===== src/rtl/rv32i_pkg.sv =====
// RV32I decode types shared by the decode/issue slice: opcode values,
// immediate format selector and the registered decode bundle.
package rv32i_pkg;

    localparam int XLEN = 32;

    localparam logic [6:0] OPC_OP_IMM = 7'b0010011;
    localparam logic [6:0] OPC_LOAD   = 7'b0000011;
    localparam logic [6:0] OPC_STORE  = 7'b0100011;
    localparam logic [6:0] OPC_BRANCH = 7'b1100011;
    localparam logic [6:0] OPC_JAL    = 7'b1101111;
    localparam logic [6:0] OPC_JALR   = 7'b1100111;
    localparam logic [6:0] OPC_LUI    = 7'b0110111;
    localparam logic [6:0] OPC_AUIPC  = 7'b0010111;
    localparam logic [6:0] OPC_OP     = 7'b0110011;
    localparam logic [6:0] OPC_SYSTEM = 7'b1110011;
    localparam logic [6:0] OPC_FENCE  = 7'b0001111;

    typedef enum logic [2:0] {
        IMM_NONE = 3'd0,
        IMM_I    = 3'd1,
        IMM_S    = 3'd2,
        IMM_B    = 3'd3,
        IMM_U    = 3'd4,
        IMM_J    = 3'd5
    } imm_type_e;

    typedef struct packed {
        logic [XLEN-1:0] pc;
        logic [XLEN-1:0] instr;
        logic [XLEN-1:0] imm;
        imm_type_e       imm_type;
        logic [4:0]      rd;
        logic [4:0]      rs1;
        logic [4:0]      rs2;
        logic            illegal;
    } dec_bundle_t;

endpackage


===== src/rtl/decode_skid_buf.sv =====
// Two-entry skid buffer (main + skid) with registered in_ready and a
// synchronous flush that discards both entries and the same-cycle input.
module decode_skid_buf
    import rv32i_pkg::*;
#(
    parameter type T = dec_bundle_t
) (
    input  logic clk,
    input  logic rst,
    input  logic flush,
    input  logic in_valid,
    output logic in_ready,
    input  T     in_data,
    output logic out_valid,
    input  logic out_ready,
    output T     out_data
);

    logic main_valid_r;
    logic skid_valid_r;
    T     main_r;
    T     skid_r;
    logic accept_s;
    logic drain_s;

    assign in_ready  = ~skid_valid_r;
    assign out_valid = main_valid_r;
    assign out_data  = main_r;
    assign accept_s  = in_valid & ~skid_valid_r & ~flush;
    assign drain_s   = main_valid_r & out_ready;

    // Entry state: refill main from skid first so ordering is preserved.
    always_ff @(posedge clk) begin
        if (rst) begin
            main_valid_r <= 1'b0;
            skid_valid_r <= 1'b0;
            main_r       <= '0;
            skid_r       <= '0;
        end else if (flush) begin
            main_valid_r <= 1'b0;
            skid_valid_r <= 1'b0;
        end else if (!main_valid_r || drain_s) begin
            if (skid_valid_r) begin
                main_r       <= skid_r;
                main_valid_r <= 1'b1;
                skid_valid_r <= 1'b0;
            end else if (accept_s) begin
                main_r       <= in_data;
                main_valid_r <= 1'b1;
            end else begin
                main_valid_r <= 1'b0;
            end
        end else if (accept_s) begin
            skid_r       <= in_data;
            skid_valid_r <= 1'b1;
        end else begin
            skid_valid_r <= skid_valid_r;
        end
    end

endmodule


===== src/rtl/immediate_generation.sv =====
// Immediate datapath: produces every RV32I immediate format in parallel,
// sign-extended to 32 bits; the caller selects one by opcode.
module immediate_generation (
    input  logic [31:0] instr,
    output logic [31:0] imm_i,
    output logic [31:0] imm_s,
    output logic [31:0] imm_b,
    output logic [31:0] imm_u,
    output logic [31:0] imm_j
);

    logic unused_opcode_s;

    assign imm_i = {{20{instr[31]}}, instr[31:20]};
    assign imm_s = {{20{instr[31]}}, instr[31:25], instr[11:7]};
    assign imm_b = {{19{instr[31]}}, instr[31], instr[7], instr[30:25], instr[11:8], 1'b0};
    assign imm_u = {instr[31:12], 12'h000};
    assign imm_j = {{11{instr[31]}}, instr[31], instr[19:12], instr[20], instr[30:21], 1'b0};

    // Opcode bits never contribute to an immediate.
    assign unused_opcode_s = ^instr[6:0];

endmodule


===== src/rtl/decode_issue_ctrl.sv =====
// RV32I decode-stage controller: classifies the opcode, selects the immediate
// and buffers the decoded bundle. Optional counters under DECODE_PERF_CNT_EN.
module decode_issue_ctrl
    import rv32i_pkg::*;
#(
    parameter int DataWidth = 32
) (
    input  logic                 clk,
    input  logic                 rst,
    input  logic                 flush,
    input  logic                 in_valid,
    output logic                 in_ready,
    input  logic [DataWidth-1:0] in_instr,
    input  logic [DataWidth-1:0] in_pc,
    output logic                 out_valid,
    input  logic                 out_ready,
    output logic [DataWidth-1:0] out_pc,
    output logic [DataWidth-1:0] out_instr,
    output logic [DataWidth-1:0] out_imm,
    output imm_type_e            out_imm_type,
    output logic [4:0]           out_rd,
    output logic [4:0]           out_rs1,
    output logic [4:0]           out_rs2,
`ifdef DECODE_PERF_CNT_EN
    output logic [31:0]          perf_issued,
    output logic [31:0]          perf_illegal,
`endif
    output logic                 out_illegal
);

    logic [31:0] imm_itype_s;
    logic [31:0] imm_stype_s;
    logic [31:0] imm_btype_s;
    logic [31:0] imm_utype_s;
    logic [31:0] imm_jtype_s;
    logic [31:0] imm_sel_s;
    imm_type_e   imm_type_s;
    logic        illegal_s;
    dec_bundle_t in_bundle_s;
    dec_bundle_t out_bundle_s;

    immediate_generation u_immgen (
        .instr (in_instr),
        .imm_i (imm_itype_s),
        .imm_s (imm_stype_s),
        .imm_b (imm_btype_s),
        .imm_u (imm_utype_s),
        .imm_j (imm_jtype_s)
    );

    // Opcode classification; every listed opcode ends in 2'b11, so a
    // compressed-space encoding always falls through to the illegal default.
    always_comb begin
        imm_type_s = IMM_NONE;
        illegal_s  = 1'b0;
        case (in_instr[6:0])
            OPC_OP_IMM, OPC_LOAD, OPC_JALR, OPC_SYSTEM, OPC_FENCE: imm_type_s = IMM_I;
            OPC_STORE:            imm_type_s = IMM_S;
            OPC_BRANCH:           imm_type_s = IMM_B;
            OPC_LUI, OPC_AUIPC:   imm_type_s = IMM_U;
            OPC_JAL:              imm_type_s = IMM_J;
            OPC_OP:               imm_type_s = IMM_NONE;
            default: begin
                imm_type_s = IMM_NONE;
                illegal_s  = 1'b1;
            end
        endcase
    end

    // Immediate select mux driven by the decoded format.
    always_comb begin
        imm_sel_s = 32'h0000_0000;
        case (imm_type_s)
            IMM_I:   imm_sel_s = imm_itype_s;
            IMM_S:   imm_sel_s = imm_stype_s;
            IMM_B:   imm_sel_s = imm_btype_s;
            IMM_U:   imm_sel_s = imm_utype_s;
            IMM_J:   imm_sel_s = imm_jtype_s;
            default: imm_sel_s = 32'h0000_0000;
        endcase
    end

    assign in_bundle_s.pc       = in_pc;
    assign in_bundle_s.instr    = in_instr;
    assign in_bundle_s.imm      = imm_sel_s;
    assign in_bundle_s.imm_type = imm_type_s;
    assign in_bundle_s.rd       = in_instr[11:7];
    assign in_bundle_s.rs1      = in_instr[19:15];
    assign in_bundle_s.rs2      = in_instr[24:20];
    assign in_bundle_s.illegal  = illegal_s;

    decode_skid_buf #(
        .T (dec_bundle_t)
    ) u_buf (
        .clk       (clk),
        .rst       (rst),
        .flush     (flush),
        .in_valid  (in_valid),
        .in_ready  (in_ready),
        .in_data   (in_bundle_s),
        .out_valid (out_valid),
        .out_ready (out_ready),
        .out_data  (out_bundle_s)
    );

    assign out_pc       = out_bundle_s.pc;
    assign out_instr    = out_bundle_s.instr;
    assign out_imm      = out_bundle_s.imm;
    assign out_imm_type = out_bundle_s.imm_type;
    assign out_rd       = out_bundle_s.rd;
    assign out_rs1      = out_bundle_s.rs1;
    assign out_rs2      = out_bundle_s.rs2;
    assign out_illegal  = out_bundle_s.illegal;

`ifdef DECODE_PERF_CNT_EN
    logic [31:0] perf_issued_r;
    logic [31:0] perf_illegal_r;
    logic        issue_hs_s;

    assign issue_hs_s = out_valid & out_ready;

    // Delivery counters; a flush does not clear them and they wrap freely.
    always_ff @(posedge clk) begin
        if (rst) begin
            perf_issued_r  <= 32'h0000_0000;
            perf_illegal_r <= 32'h0000_0000;
        end else if (issue_hs_s) begin
            perf_issued_r  <= perf_issued_r + 32'd1;
            perf_illegal_r <= perf_illegal_r + {31'd0, out_illegal};
        end else begin
            perf_issued_r  <= perf_issued_r;
            perf_illegal_r <= perf_illegal_r;
        end
    end

    assign perf_issued  = perf_issued_r;
    assign perf_illegal = perf_illegal_r;
`endif

endmodule


===== config.mk =====
export PLATFORM = sky130hd
export DESIGN_NAME = decode_issue_ctrl
export DESIGN_NICKNAME = d
export VERILOG_FILES = /design/src/rtl/rv32i_pkg.sv /design/src/rtl/decode_skid_buf.sv /design/src/rtl/immediate_generation.sv /design/src/rtl/decode_issue_ctrl.sv
export SDC_FILE = /design/constraint.sdc
export NUM_CORES = 1
export LEC_CHECK = 0
export BUFFER_PORTS_ARGS = -buffer_cell sky130_fd_sc_hd__buf_4
export CORE_MARGIN = 10
export CORE_UTILIZATION = 25
export DETAILED_ROUTE_END_ITERATION = 16
export PLACE_DENSITY_LB_ADDON = 0.15
export SKIP_CTS_REPAIR_TIMING = 1
export SYNTH_ARGS = -nofsm -noshare
export SYNTH_HDL_FRONTEND = slang
export SYNTH_SLANG_ARGS = --single-unit

===== constraint.sdc =====
create_clock -name clk -period 2.1 [get_ports clk]
set_input_delay 0.105 -clock clk [delete_from_list [all_inputs] [get_ports clk]]
set_output_delay 0.105 -clock clk [all_outputs]
set_load 0.1 [all_outputs]

# ---- Yosys cells after proc, flatten, opt, wreduce, memory -nomap -nowiden
# Index checks and enable logic that the tools add are counted.
dict set report word_totals {
  regBits 232
  inputBits 69
  output_inout_bits 117
  word_cells 57
}
dict set report classes {
  eq_ne 16
  muxes 7
  bitwise_logic 6
  n_reduce_logical 10
}
# cell count
set ops {}
lappend ops {{2-to-1 mux 115 bit} 2}
lappend ops {{one-hot mux 32 bit (5 select lines)} 1}
lappend ops {{== test 7 bit, second input constant} 4}
lappend ops {{== test 7 x 6 -> 1 bit, second input constant} 3}
lappend ops {{one-hot mux 3 bit (5 select lines)} 1}
lappend ops {{== test 7 x 5 -> 1 bit, second input constant} 2}
lappend ops {{OR reduction 11 bit} 1}
lappend ops {{== test 7 x 2 -> 1 bit, second input constant} 1}
lappend ops {{== test 7 x 4 -> 1 bit, second input constant} 1}
lappend ops {{== test 3 x 2 -> 1 bit, second input constant} 2}
lappend ops {{== test 3 bit, second input constant} 2}
lappend ops {{AND reduction 3 bit} 2}
lappend ops {{OR reduction 5 bit} 1}
lappend ops {{OR reduction 2 bit} 2}
lappend ops {{bitwise AND 1 bit} 3}
lappend ops {{== test 3 x 1 -> 1 bit, second input constant} 1}
lappend ops {{2-to-1 mux 1 bit} 3}
lappend ops {{NOT 1 bit} 3}
lappend ops {{OR reduction 3 bit} 1}
lappend ops {{nonzero test 2 bit} 1}
lappend ops {{logical NOT 1 bit} 1}
lappend ops {{logical OR 1 bit} 1}

# ---- Longest topological paths before layout
dict set report depth {
  depth_word 7
  ltp_mapped 8
}

# ---- Hierarchy
# A second synthesis with hierarchy kept.
dict set report unflattened {
  cells_unflattened 1497
  area_unflattened_um2 13688.1
}
# module instances cells_each area_per_inst_um2 seq_area_each_um2
set modules_own_cells {}
lappend modules_own_cells {decode_skid_buf 1 1160 11157.0 4644.5}
lappend modules_own_cells {decode_issue_ctrl 1 176 1326.3 0.0}
lappend modules_own_cells {immediate_generation 1 161 1204.9 0.0}

# ---- Worst setup path before layout
# Ideal clock, no wire load.
dict set report synth_timing {
  kind {reg2reg}
  start {register u_buf.skid_valid_r}
  end {register u_buf.main_r, in the netlist u_buf.out_data[32]}
  setup_ps 87
  t_arrival_ps 2224
  path_slack_ps -211
  stages_incl_launch_ff 7
  n_path_buf 3
  synth_period_minus_slack_ps 2311
  path_cell_list {dfxtp_1 buf_4 inv_1 buf_2 clkbuf_1 o21ai_0 a221oi_2}
}
dict set report synth_via {
  elab_chain_len 5
}
# item line_no
set synth_lines {}
lappend synth_lines {{start, declared} decode_skid_buf.sv:20} ;# logic skid_valid_r;
lappend synth_lines {{start signal, assigned} decode_skid_buf.sv:57} ;# skid_valid_r <= skid_valid_r;
lappend synth_lines {{NOT 1 bit} --}
lappend synth_lines {{named net in_ready} decode_issue_ctrl.sv:12} ;# output logic in_ready,
lappend synth_lines {{bitwise AND 1 bit (2 in a row)} decode_skid_buf.sv:29} ;# assign accept_s = in_valid & ~skid_valid_r & ~flush;
lappend synth_lines {{nonzero test 2 bit (no source line)} --}
lappend synth_lines {{AND reduction 3 bit (no source line)} --}
lappend synth_lines {{end signal, assigned} decode_skid_buf.sv:44} ;# main_r <= skid_r;
lappend synth_lines {{end signal, assigned} decode_skid_buf.sv:48} ;# main_r <= in_data;
lappend synth_lines {{end, declared} decode_skid_buf.sv:21} ;# T main_r;
# The timed path passes the listed nets, and every way through them passes these cells.
# A chain may end at the register's enable or synchronous reset.

# ---- Final worst setup path
dict set report layout_timing {
  start {register u_buf.skid_valid_r}
  end {output in_ready}
}
dict set report layout_via {
  elab_chain_len 1
}
# item line_no
set layout_lines {}
lappend layout_lines {{NOT 1 bit} decode_skid_buf.sv:26} ;# assign in_ready = ~skid_valid_r;
lappend layout_lines {{end, declared} decode_issue_ctrl.sv:12}
# No other way between the ends.

==> results.yml <==
die:
  io_pins: 186
  initial_core_util: 0.2519
  core-area_sq_um: 34370
  num_rows: 68
  die_h_um: 206.1
  dieArea_sq_um: 42480
  die_w_um: 206.1
synth:
  synth_xor_area_frac: 0
  synth_compound_area_frac: 0.2194
  synth_edf_count: 0
  synth_cell_types: 60
  ys.flop_type: "dfxtp_1"
  synth-adder-area-share: 0.001156
  async_flop_share: 0
  synth_nets: 1057
  ys_ff_latch: 202
  synth_top_family_by_area: "compound AO/OA/AOI/OAI gates"
  synth.avg_cell_area_sq_um: 8.763
  synth_simple_gate_area_frac: 0.1673
  synth.yosys.warnings: 0
  synthesis.area_sq_um: 8658
  synthCells: 988
  muxShareOfSynthArea: 0.08107
  yosysSeqAreaShare: 0.4671
critical_path:
  cp_slowest_cell: "dfxtp_4"
  cp_common_cell: "buf_4"
  cp-endpoint: "in_ready"
  crit_fanout: 25
  r2r_end: "u_buf.out_data[22]"
  crit_type: "flip-flop to output port"
  path_cells: "buf_16 -> inv_1 -> buf_4 -> buf_4"
  slowest_delay_ps: 530
  startpoint_type: "flip-flop"
  required_ps: 2000
  ff2ff_setup_slack_ps: 140
  end_kind: "output port"
  rr_startpoint: "u_buf.skid_valid_r"
  reg2reg_depth: 8
  crit_start: "u_buf.skid_valid_r"
  cp.arrival_ps: 1890
power:
  p_per_area_nw_per_um2: 883.3
  combPwrFrac: 0.181
  p_seq_frac: 0.379
  switching_share: 0.3032
  p_switching_mw: 3.229
  fin_total_pwr_mw: 10.65
  p_leak_nw: 4.518
  max-vdd-ir-drop_mv: 0.5797
  internal_power_mw: 7.421
  pwr-share-clk: 0.440
global_route:
  grt_use_total: 0.1303
  grt_pass1_vias: 7249
  grt_pass1_wl_um: 43880
  grt-ovfl-total: 0
  grt_max_degree: 54
  antenna_found_initial: 1
sta:
  fin_worst_skew_ps: 7.861
  worst_slack_ps: 102.4
  setup_viol: 0
  fin_crit_ps: 1998
  fin_crit_sh: 0.9512
  tightest_slew_ps: 654.8
  slew_violations: 0
  rsz0062_at_grt: "yes"
  final_hold_viol_count: 0
  slew_headroom: 0.5635
  finalSetupTns_ps: 0
  clock.fmax_mhz: 500.6
drt:
  viasPerCell: 4.609
  via_count: 7716
  routedWlPerCell_um: 17.80
  drt_iter0_markers: 322
  postRouteAntennaNets: 0
  wirelength_um: 29800
  drc: 0
  dr.pass1.iters: 4
clock_network:
  cts_made_buffers: 26
  clk_pin_slew_ps: 60
  htree_levels: 1
  clock_sinks: 202
  cts_tree: "yes"
  clkLatencyLatePin_ps: 520
  cts_root_buf: "clkbuf_16"
  clockBufferDepth: 3
final_layout:
  final_util: 0.3508
  drive_above_1_share: 0.2430
  fillers: 3596
  area_delta_synth_final_pct: 39.25
  regArea_sq_um: 4049
  stdcell_count: 1674
  final_nets: 1267
  multi_input_area_sq_um: 4083
status:
  run_status: "finished clean"
place:
  routabilityCongestion: 0.7433
  dp_cells: 1556
  io_buffers: 185
  place_hpwl_um: 19790
  pre_cts_ws_ps: 227.1
flow_run:
  cap_violations: 0
min_path:
  hold_path_class: "input port to flip-flop"
[sequential cells by signal (all words and copies together) (netlist names)]
signal,cells
u_buf.out_valid,1
u_buf.out_data,100
u_buf.skid_valid_r,1
u_buf.skid_r,100
[synthesized netlist by cell type, types with 2 or more instances]
cell type,instances,area (sq um)
o22ai_1,4,25.02
buf_4,20,150.1
a21oi_1,93,465.5
o2bb2ai_1,5,43.79
nand3_1,6,30.03
and3_1,13,81.33
buf_1,4,15.01
a22o_1,6,52.55
o211ai_1,2,15.01
clkbuf_1,43,161.4
a21boi_0,3,22.52
a32oi_1,11,96.34
a211oi_1,82,615.6
and3b_1,2,17.52
and2b_1,2,15.01
o21a_1,7,52.55
and2_1,3,18.77
nand2_1,186,698.2
nor2b_1,2,12.51
buf_6,3,33.78
or3_1,2,12.51
nor4_1,2,12.51
o21ai_0,28,140.1
nand2b_1,6,37.54
nor3_1,3,15.01
dfxtp_1,202,4044
buf_2,32,160.2
nor2_1,95,356.6
inv_1,9,33.78
nand3_2,3,30.03
mux2i_1,69,690.7
a221oi_2,12,180.2
[metrics by stage]
stage          hold slack (ps)  instance area (sq um)
3_3_place_gp             333.3                  10430
5_1_grt                  30.41                  12060
6_report                 37.79                  12060
4_1_cts                 -230.5                  11340
2_1_floorplan            176.0                   8661
3_5_place_dp             327.8                  10430
[worst min path at each step]
stage / startpoint / to / cells past startpoint
after global routing: in_valid / u_buf.skid_r[47] / 3
final: in_valid / u_buf.skid_r[45] / 3
after floorplan: flush / u_buf.out_valid / 1
after detailed placement: flush / u_buf.skid_valid_r / 2
after global placement: flush / u_buf.out_valid / 2
after CTS: flush / u_buf.out_valid / 2
[power groups by stage]
| stage | sequential, mW | combinational [mW] | clock (mW) |
|---|---|---|---|
| after floorplan | 4.86 | 0.592 | 0 |
| after CTS | 4.04 | 1.84 | 4.82 |
| after global routing | 4.05 | 2.03 | 4.99 |
| final | 4.04 | 1.92 | 4.69 |
| after detailed placement | 4.12 | 1.84 | 0 |
| after global placement | 4.12 | 1.84 | 0 |
[cell usage in the layout (no fill, tap or decap), types with 9 or more instances in the layout]
master           n
nor2_1          95
and3_1          12
a211oi_1        82
a32oi_1         11
a21oi_1         93
clkbuf_16       28
mux2i_1         69
a221oi_2        12
dfxtp_1        200
dlygate4sd3_1   68
buf_4          208
inv_1            9
o21ai_0         28
nand2_1        186
[worst max-delay path, delay by kind of cell, from the launching register on]
family	cells	cell delay [ps]
flip-flops	1	530
buffers and inverters	4	810
[final cells by class]
| class | instances | share of cell area |
|---|---|---|
| Sequential cell | 202 | 0.3358 |
| Clock buffer | 39 | 0.06559 |
| Antenna cell | 1 | 0.0002076 |
| Tap cell | 455 | 0.04722 |
| Inverter | 9 | 0.002802 |
| Multi-Input combinational cell | 675 | 0.3386 |
| Timing Repair Buffer | 284 | 0.1996 |
| Clock inverter | 9 | 0.01017 |
[kinds of logic after synthesis]
| family | count (synthesis) |
|---|---|
| and+or+nand+nor | 335 |
| DFF | 202 |
| AOI/OAI and AO/OA | 269 |
| buffers and inverters | 111 |
| adders and majority gates | 1 |
| muxes | 70 |
[layer usage]
metal	track usage	wire (um)	part of all wire
met5	0	0	0
met3	0.02618	1328	0.045
met2	0.2138	14240	0.48
met1	0.1736	13790	0.46
met4	0.02606	439	0.015
Note: power is estimated with default switching activity, not from simulation.
